### config.mk
export PLATFORM = sky130hd
export DESIGN_NAME = rob_multi_dispatch
export DESIGN_NICKNAME = d
export VERILOG_FILES = /design/src/rtl/rob_multi_dispatch.sv
export SDC_FILE = /design/constraint.sdc
export NUM_CORES = 1
export LEC_CHECK = 0
export CELL_PAD_IN_SITES_DETAIL_PLACEMENT = 0
export CELL_PAD_IN_SITES_GLOBAL_PLACEMENT = 1
export CORE_ASPECT_RATIO = 0.7
export CORE_MARGIN = 4
export CORE_UTILIZATION = 45
export CTS_CLUSTER_SIZE = 28
export DETAILED_ROUTE_END_ITERATION = 10
export PLACE_DENSITY = 0.84
export SETUP_SLACK_MARGIN = 0.3
export SKIP_LAST_GASP = 1
export SLEW_MARGIN = 20
export SYNTH_ARGS = -nofsm -noshare
export SYNTH_HDL_FRONTEND = slang
export SYNTH_SLANG_ARGS = --single-unit
### constraint.sdc
create_clock -name clk -period 2.98 [get_ports clk]
set_input_delay 0.298 -clock clk [delete_from_list [all_inputs] [get_ports clk]]
set_output_delay 0.298 -clock clk [all_outputs]
set_load 0.03 [all_outputs]
### src/rtl/rob_multi_dispatch.sv
// Reorder buffer: multi-lane in-order allocation, multi-port completion,
// single-entry in-order retire, and a full flush.
module rob_multi_dispatch #(
  parameter int unsigned ROB_ENTRIES = 16,
  parameter int unsigned DISP_WIDTH  = 2,
  parameter int unsigned WB_PORTS    = 2,
  localparam int unsigned IDX_W      = $clog2(ROB_ENTRIES),
  localparam int unsigned CNT_W      = IDX_W + 1
) (
  input  logic                        clk,
  input  logic                        n_rst,
  // dispatch / allocation
  input  logic [DISP_WIDTH-1:0]       disp_valid,
  input  logic [5*DISP_WIDTH-1:0]     disp_dest_reg,
  input  logic [DISP_WIDTH-1:0]       disp_wb_en,
  output logic [IDX_W*DISP_WIDTH-1:0] disp_rob_idx,
  output logic                        rob_full,
  output logic [CNT_W-1:0]            rob_free_cnt,
  // writeback / completion
  input  logic [WB_PORTS-1:0]         wb_valid,
  input  logic [IDX_W*WB_PORTS-1:0]   wb_rob_idx,
  // commit / retire
  output logic                        commit_valid,
  input  logic                        commit_ready,
  output logic [4:0]                  commit_dest_reg,
  output logic                        commit_wb_en,
  output logic [IDX_W-1:0]            commit_rob_idx,
  // flush
  input  logic                        flush
);

  localparam int unsigned DEST_W = 5;

  typedef struct packed {
    logic              valid;
    logic              done;
    logic [DEST_W-1:0] dest_reg;
    logic              wb_en;
  } rob_entry_t;

  rob_entry_t       entry_q [ROB_ENTRIES];
  rob_entry_t       entry_d [ROB_ENTRIES];
  logic [IDX_W-1:0] head_q, head_d;
  logic [IDX_W-1:0] tail_q, tail_d;
  logic [CNT_W-1:0] count_q, count_d;

  logic [IDX_W-1:0] lane_idx [DISP_WIDTH];
  logic [CNT_W-1:0] alloc_num;
  logic [IDX_W-1:0] wb_idx   [WB_PORTS];
  logic             alloc_fire;
  logic             commit_fire;

  // Free count and full flag come only from registered occupancy.
  assign rob_free_cnt = CNT_W'(ROB_ENTRIES) - count_q;
  assign rob_full     = (rob_free_cnt < CNT_W'(DISP_WIDTH));

  // Head entry drives the commit interface.
  assign commit_valid    = entry_q[head_q].valid & entry_q[head_q].done;
  assign commit_dest_reg = entry_q[head_q].dest_reg;
  assign commit_wb_en    = entry_q[head_q].wb_en;
  assign commit_rob_idx  = head_q;

  assign alloc_fire  = !rob_full && !flush;
  assign commit_fire = commit_valid && commit_ready && !flush;

  // Lane indices: valid lanes pack into consecutive entries from tail.
  always_comb begin
    logic [CNT_W-1:0] lane_off;
    lane_off     = '0;
    disp_rob_idx = '0;
    for (int unsigned i = 0; i < DISP_WIDTH; i++) begin
      lane_idx[i] = tail_q + IDX_W'(lane_off);
      disp_rob_idx[i*IDX_W +: IDX_W] = lane_idx[i];
      if (disp_valid[i]) begin
        lane_off = lane_off + CNT_W'(1);
      end
    end
    alloc_num = lane_off;
  end

  // Unpack per-port writeback indices.
  always_comb begin
    for (int unsigned p = 0; p < WB_PORTS; p++) begin
      wb_idx[p] = wb_rob_idx[p*IDX_W +: IDX_W];
    end
  end

  // Next-state: flush dominates; otherwise writeback, commit, then allocate.
  always_comb begin
    entry_d = entry_q;
    head_d  = head_q;
    tail_d  = tail_q;
    count_d = count_q;

    if (flush) begin
      for (int unsigned e = 0; e < ROB_ENTRIES; e++) begin
        entry_d[e].valid = 1'b0;
        entry_d[e].done  = 1'b0;
      end
      head_d  = '0;
      tail_d  = '0;
      count_d = '0;
    end else begin
      // Completion only lands on entries already allocated before this edge.
      for (int unsigned p = 0; p < WB_PORTS; p++) begin
        if (wb_valid[p] && entry_q[wb_idx[p]].valid) begin
          entry_d[wb_idx[p]].done = 1'b1;
        end
      end

      if (commit_fire) begin
        entry_d[head_q].valid = 1'b0;
        entry_d[head_q].done  = 1'b0;
        head_d                = head_q + IDX_W'(1);
      end

      // Allocation only targets free slots, so it never collides with head.
      if (alloc_fire) begin
        for (int unsigned i = 0; i < DISP_WIDTH; i++) begin
          if (disp_valid[i]) begin
            entry_d[lane_idx[i]].valid    = 1'b1;
            entry_d[lane_idx[i]].done     = 1'b0;
            entry_d[lane_idx[i]].dest_reg = disp_dest_reg[i*DEST_W +: DEST_W];
            entry_d[lane_idx[i]].wb_en    = disp_wb_en[i];
          end
        end
        tail_d = tail_q + IDX_W'(alloc_num);
      end

      count_d = count_q
              + (alloc_fire  ? alloc_num : CNT_W'(0))
              - (commit_fire ? CNT_W'(1) : CNT_W'(0));
    end
  end

  // State registers with asynchronous clear.
  always_ff @(posedge clk or negedge n_rst) begin
    if (!n_rst) begin
      for (int unsigned e = 0; e < ROB_ENTRIES; e++) begin
        entry_q[e] <= '0;
      end
      head_q  <= '0;
      tail_q  <= '0;
      count_q <= '0;
    end else begin
      for (int unsigned e = 0; e < ROB_ENTRIES; e++) begin
        entry_q[e] <= entry_d[e];
      end
      head_q  <= head_d;
      tail_q  <= tail_d;
      count_q <= count_d;
    end
  end

endmodule
# After elaboration in Yosys (flattened, before gate mapping)
# Cells that the tools add are included.
# Widths: inputs -> output; s select.
totals:
  out_inout_bits: 25
  reg_bits: 141
classes:
  n_lt_le_gt_ge: 11
  n_mux: 81
  n_reduce_logical: 14
  addsub: 7
  n_bitwise: 6
op_table:
  columns: ["op", "n"]
  rows:
  - ["$bwmux 128", 12]
  - ["$mux 128", 11]
  - ["$demux 8 s4", 12]
  - ["$bmux 8 s4", 3]
  - ["$mux 8", 9]
  - ["$mux 7", 5]
  - ["$mux 2", 16]
  - ["$ge 5x5->1 const B", 5]
  - ["$lt 5x1->1 const B", 5]
  - ["$not 4->5", 5]
  - ["$mux 4", 4]
  - ["$mux 5", 3]
  - ["$mux 6", 2]
  - ["$logic_and 1x1->1", 10]
  - ["$add 4x4->4", 2]
  - ["$add 5x1->5 const B", 1]
  - ["$add 5x5->5", 1]
  - ["$lt 5x2->1 const B", 1]
  - ["$sub 5x1->5", 1]
  - ["$sub 5x5->5 const A", 1]
  - ["$add 4x1->4 const B", 1]
  - ["$mux 1", 4]
  - ["$reduce_bool 2->1", 2]
  - ["$logic_not 1->1", 2]
  - ["$and 1x1->1", 1]

# Logic depth before layout (Yosys ltp)
logic_depth:
  word_depth: 29
  depth_mapped: 17
  depth_no_buf: 16

# Worst setup path after synthesis
# Ideal clock, no wire load.
synth_timing:
  kind: "register to register"
  from: "register head_q[2] (netlist: commit_rob_idx[2])"
  to: "register count_q[4]"
  path_buffers: 1
  t_required_ps: 2844
  stages_incl_launch_ff: 17
  arrival_time_ps: 3142
  path_slack_ps: -298
  synth_period_minus_slack_ps: 3278
  cell_sequence: "dfrtp_1 > buf_4 > inv_4 > mux4_2 > a2bb2oi_1 > a21boi_1 > and2_1 > ha_1 > inv_1 > ha_1 > inv_1 > fa_1 > inv_1 > a21oi_1 > nor2_1 > or3_1 > a21oi_1"
synth_via:
  elab_chain_len: 10
synth_rtl:
  columns: ["element", "line", "source"]
  rows:
  - ["start: declaration", "43", "logic [IDX_W-1:0] head_q, head_d;"]
  - ["start signal: assignment", "142", "head_q <= '0;"]
  - ["start signal: assignment", "149", "head_q <= head_d;"]
  - ["$not 4->5 (implied by the code)", "58", "assign commit_valid = entry_q[head_q].valid & entry_q[head_q].done;"]
  - ["$bmux 8 s4", "58", null]
  - ["$mux 8 (2 in series)", null, null]
  - ["$and 1x1->1", "58", null]
  - ["$logic_and 1x1->1 (2 in series)", "64", "assign commit_fire = commit_valid && commit_ready && !flush;"]
  - ["$mux 1", "132", "- (commit_fire ? CNT_W'(1) : CNT_W'(0));"]
  - ["$sub 5x1->5", "132", null]
  - ["$mux 5", "95", "if (flush) begin"]
  - ["net count_d[4]", "45", "logic [CNT_W-1:0] count_q, count_d;"]
  - ["end signal: assignment", "151", "count_q <= count_d;"]
  - ["end: declaration", "45", null]
# The timed path passes the listed nets, and every way through them passes these cells. The select of a mux whose other input is x is not followed.
# A chain may end at the register's enable or synchronous reset.

# Worst setup path after layout
layout_timing:
  from: "register head_q[1] (netlist: commit_rob_idx[1])"
  to: "register count_q[4]"
# The elaborated chain is that of the path after synthesis.

==> results by group <==
Synthesis
  – Ys async rst share: 100%
  – Post-synthesis average cell area: roughly 12 um2
  – Synth cell types: 70
  – EDFF count, synth: 0
  – Yosys warnings: 0
  – Syn Std Cell Area: around 9000 um2
  – Mapped Cells: around 730
  – Seq/Total Area, Yosys: ~40%
  – Yosys reg bits: approximately 140
  – Primary FF master, synth: dfrtp_1
  – Synth Net Count: 772

Power and ir drop
  – Clock power frac: a little under a third
  – Tot Pwr: a little under 8 mW
  – Cell Pwr Density: 675 nW/um2
  – Seq pwr share: about a third
  – Internal Power: between 5 and 6 mW
  – Leak: between 5 and 6 nW
  – Sw Pwr: roughly 2.5 mW
  – Sw frac: between 30% and 40%
  – Combinational power share: about 37%
  – Worst vdd ir: 629 uV

Drt
  – Post-route DRC: 0
  – WL final: approximately 27000 um
  – Initial DRC count: 527
  – DR vias/cell: just over 6
  – DR vias: around 7000
  – First-pass iteration count of the detailed router: 6
  – Routed WL per cell: about 23 um
  – Final ANT Viol Nets: 0

Cells and area
  – Layout area overhead: 28.3%
  – Multi-input gate area: ~5300 um2
  – Fin nets: 924
  – Sequential cell area: 3530 um2
  – Fill cells: between 1500 and 2000
  – Cell area after layout: 11600 um2
  – Fraction of layout cells with a size suffix above 1: between 50% and 60%
  – Ant diodes: 0
  – Non-filler instance count after layout: approximately 1200

Setup path
  – Critical path type: reg -> reg
  – FF-to-FF Start: commit_rob_idx[1]$_DFFE_PN0P_
  – Worst endpoint required time: ~3.3 ns
  – Max incr delay on CP: between 0.5 and 0.6 ns
  – Crit path buf inv count: 4
  – R2R setup slack: between 0.0007 and 0.0008 ns
  – Worst R2R Path Depth: 15
  – Crit-path slowest cell: mux4_2
  – Max FO, Critical Path: 4
  – Startpoint Class: flop
  – R2R Path End: count_q[4]$_DFF_PN0_
  – Crit path cell chain: inv_4, mux4_2, a2bb2oi_2, a21boi_2, and2_4, ha_4, inv_2, ha_4, inv_2, fa_2, inv_1, a21oi_2, nor2_1, or3_1, a21oi_2
  – CP endpoint kind: flop
  – Arr. time, crit path: roughly 3.3 ns
  – Top delay family on crit path: adder cells

Placement
  – Input/output buffers: 52
  – Pre-CTS WS: -0.0693 ns
  – Dpl hpwl: ~19000 um
  – Placed cell count: approximately 1100
  – Routability cong.: about 0.94
  – DP Area: 10400 um2

Global route
  – Initial antenna violation count: 0
  – Vias in the first global route: roughly 7400
  – First-pass GRT wire length: 42700 um
  – GRT Overall Usage: approximately a quarter
  – Largest net degree at the start of global routing: 73
  – Total grt overflow: 0

Min path
  – Worst min path class: in -> async

Timing
  – FMAX: between 300 and 400 MHz
  – Final setup margin: about 0.00076 ns
  – Fin crit period: between 2 and 3 ns
  – Final Max Tran Viols: 0
  – Clock skew: 0.0112 ns
  – Relative slew margins: between 50% and 60%
  – Final period util: ~100%
  – RSZ-0062 raised after global routing: true
  – Final Hold Viols: 0
  – Worst slew pin tran: between 0.7 and 0.8 ns
  – Setup violators final: 0

Die
  – Die area: about 22000 um2
  – Initial core utilization: a little under half
  – Row count: 43
  – Die width: ~180 um
  – I/O Pins: 53
  – Die Y: around 130 um
  – CORE AREA: 19700 um2

CTS
  – CTS tree: built
  – Sinks on Clock Net: about 140
  – Worst-Skew Late Latency: 0.43 ns
  – Htree depth: 4
  – Clock slew at reported path FFs: around 0.06 ns
  – Cts bufs inserted: 17
  – Root buf cell: clkbuf_16
  – CTS max path bufs: 2

Run
  – MaxCap Viol Count: 0

Outcome
  – Status: complete, no violations
-- cells in the mapped netlist (4+ instances only) --
| library cell | n | area [um2] |
|---|---|---|
| mux2_2 | 173 | 1950 |
| dfrtp_1 | 141 | 3530 |
| nand2_1 | 44 | 165 |
| mux4_2 | 41 | 923 |
| nor2_1 | 34 | 128 |
| clkbuf_1 | 22 | 82.6 |
| ha_1 | 17 | 213 |
| and3_1 | 14 | 87.6 |
| inv_1 | 14 | 52.6 |
| a31oi_1 | 13 | 81.3 |
| mux2_4 | 12 | 180 |
| nor3_1 | 12 | 60.1 |
| nor3b_1 | 11 | 82.6 |
| buf_4 | 10 | 75.1 |
| mux2_1 | 9 | 101 |
| a21bo_2 | 8 | 80.1 |
| buf_2 | 8 | 40.0 |
| nand3_1 | 8 | 40.0 |
| o21ai_2 | 8 | 70.1 |
| a21o_1 | 7 | 52.6 |
| a21oi_1 | 7 | 35.0 |
| a21oi_2 | 6 | 52.6 |
| xnor2_1 | 6 | 52.6 |
| and2_1 | 5 | 31.3 |
| o31a_1 | 5 | 43.8 |
| xor2_1 | 5 | 43.8 |
| a211oi_1 | 4 | 30.0 |
| a221o_1 | 4 | 40.0 |
| and3b_1 | 4 | 35.0 |
| nand3b_1 | 4 | 30.0 |
| nor4_1 | 4 | 25.0 |
| o21a_1 | 4 | 30.0 |
| o21bai_1 | 4 | 30.0 |
-- layer usage --
metal	vias to the layer above	share of wire, %	wire length, um	GRT usage [%]
li1	3024	-	-	-
met1	3649	44	11900	35.2
met2	306	45	12200	36.6
met3	42	9.1	2460	8.22
met4	0	2.0	546	7.09
met5	-	0	0	0
-- final cells by class --
cell class                 count  share of cell area (%)
clock inverter                11                    1.84
tap                          270                    2.91
clock buffer                  20                    3.85
sequential                   141                    30.5
timing repair buffer         178                    14.3
inverter                      17                   0.636
multi-input combinational    522                    45.9
-- metrics by stage --
step / setup TNS, ns / util, % / hold slack (ns)
global placement: 0 / 52.7 / 0.351
floorplan: -0.0629 / - / 0.00241
CTS: 0 / 57.9 / 0.484
finish: 0 / 58.7 / 0.461
detailed placement: -0.291 / 52.7 / 0.369
global route: -0.0944 / 58.7 / 0.508
-- how the worst max path moves through the flow --
stage	slack, ns	startpoint	cells after the start	to
floorplan	-0.06	commit_rob_idx[2]$_DFFE_PN0P_	16	count_q[4]$_DFF_PN0_
global placement	0.02	commit_rob_idx[1]$_DFFE_PN0P_	15	count_q[4]$_DFF_PN0_
detailed placement	-0.07	disp_valid[0]	9	entry_q[75]$_DFFE_PN0P_
CTS	0.06	commit_rob_idx[1]$_DFFE_PN0P_	15	count_q[4]$_DFF_PN0_
global route	-0.06	commit_rob_idx[1]$_DFFE_PN0P_	15	count_q[4]$_DFF_PN0_
finish	0.0008	commit_rob_idx[1]$_DFFE_PN0P_	15	count_q[4]$_DFF_PN0_
-- state kept, by name (all words and copies together), names as in the netlist --
| name | flops |
|---|---|
| entry_q | 128 |
| count_q | 5 |
| commit_rob_idx | 4 |
| tail_q | 4 |
-- kinds of logic (layout without fill, tap and decap cells) --
logic type,Yosys count,in the layout,synth area share (%)
simple gates,158,158,9.20
fa+ha+maj,19,19,2.80
buf+inv,62,226,3.29
compound gates,96,96,9.41
flops,141,141,39.0
mux,238,238,35.2
xor+xnor,11,11,1.07
-- cells in the final DEF (no fill, tap or decap), drive strengths merged, types with 12 or more instances in the layout --
cell and instances:
mux2 194, dfrtp 141, buf 134, nand2 44, clkdlybuf4s50 42, mux4 41
nor2 34, clkbuf 20, ha 17, inv 17, a21oi 15, and3 14
a31oi 13, nor3 12
-- power by group through the flow --
stage	combinational, mW	sequential (mW)	clock [mW]
2_1_floorplan	1.74	2.52	0
3_3_place_gp	2.62	2.53	0
3_5_place_dp	2.70	2.57	0
4_1_cts	2.79	2.55	2.43
5_1_grt	3.05	2.58	2.52
6_report	2.88	2.55	2.40
-- timing repair --
item,CTS,global route
cloned,2,0
setup endpoints to repair,22,86
hold endpoints to repair,71,0
hold buffers,1,0
gates resized for setup,35,25
pin swaps,10,10
setup buffers,26,14
(Power assumes the default switching activity.)
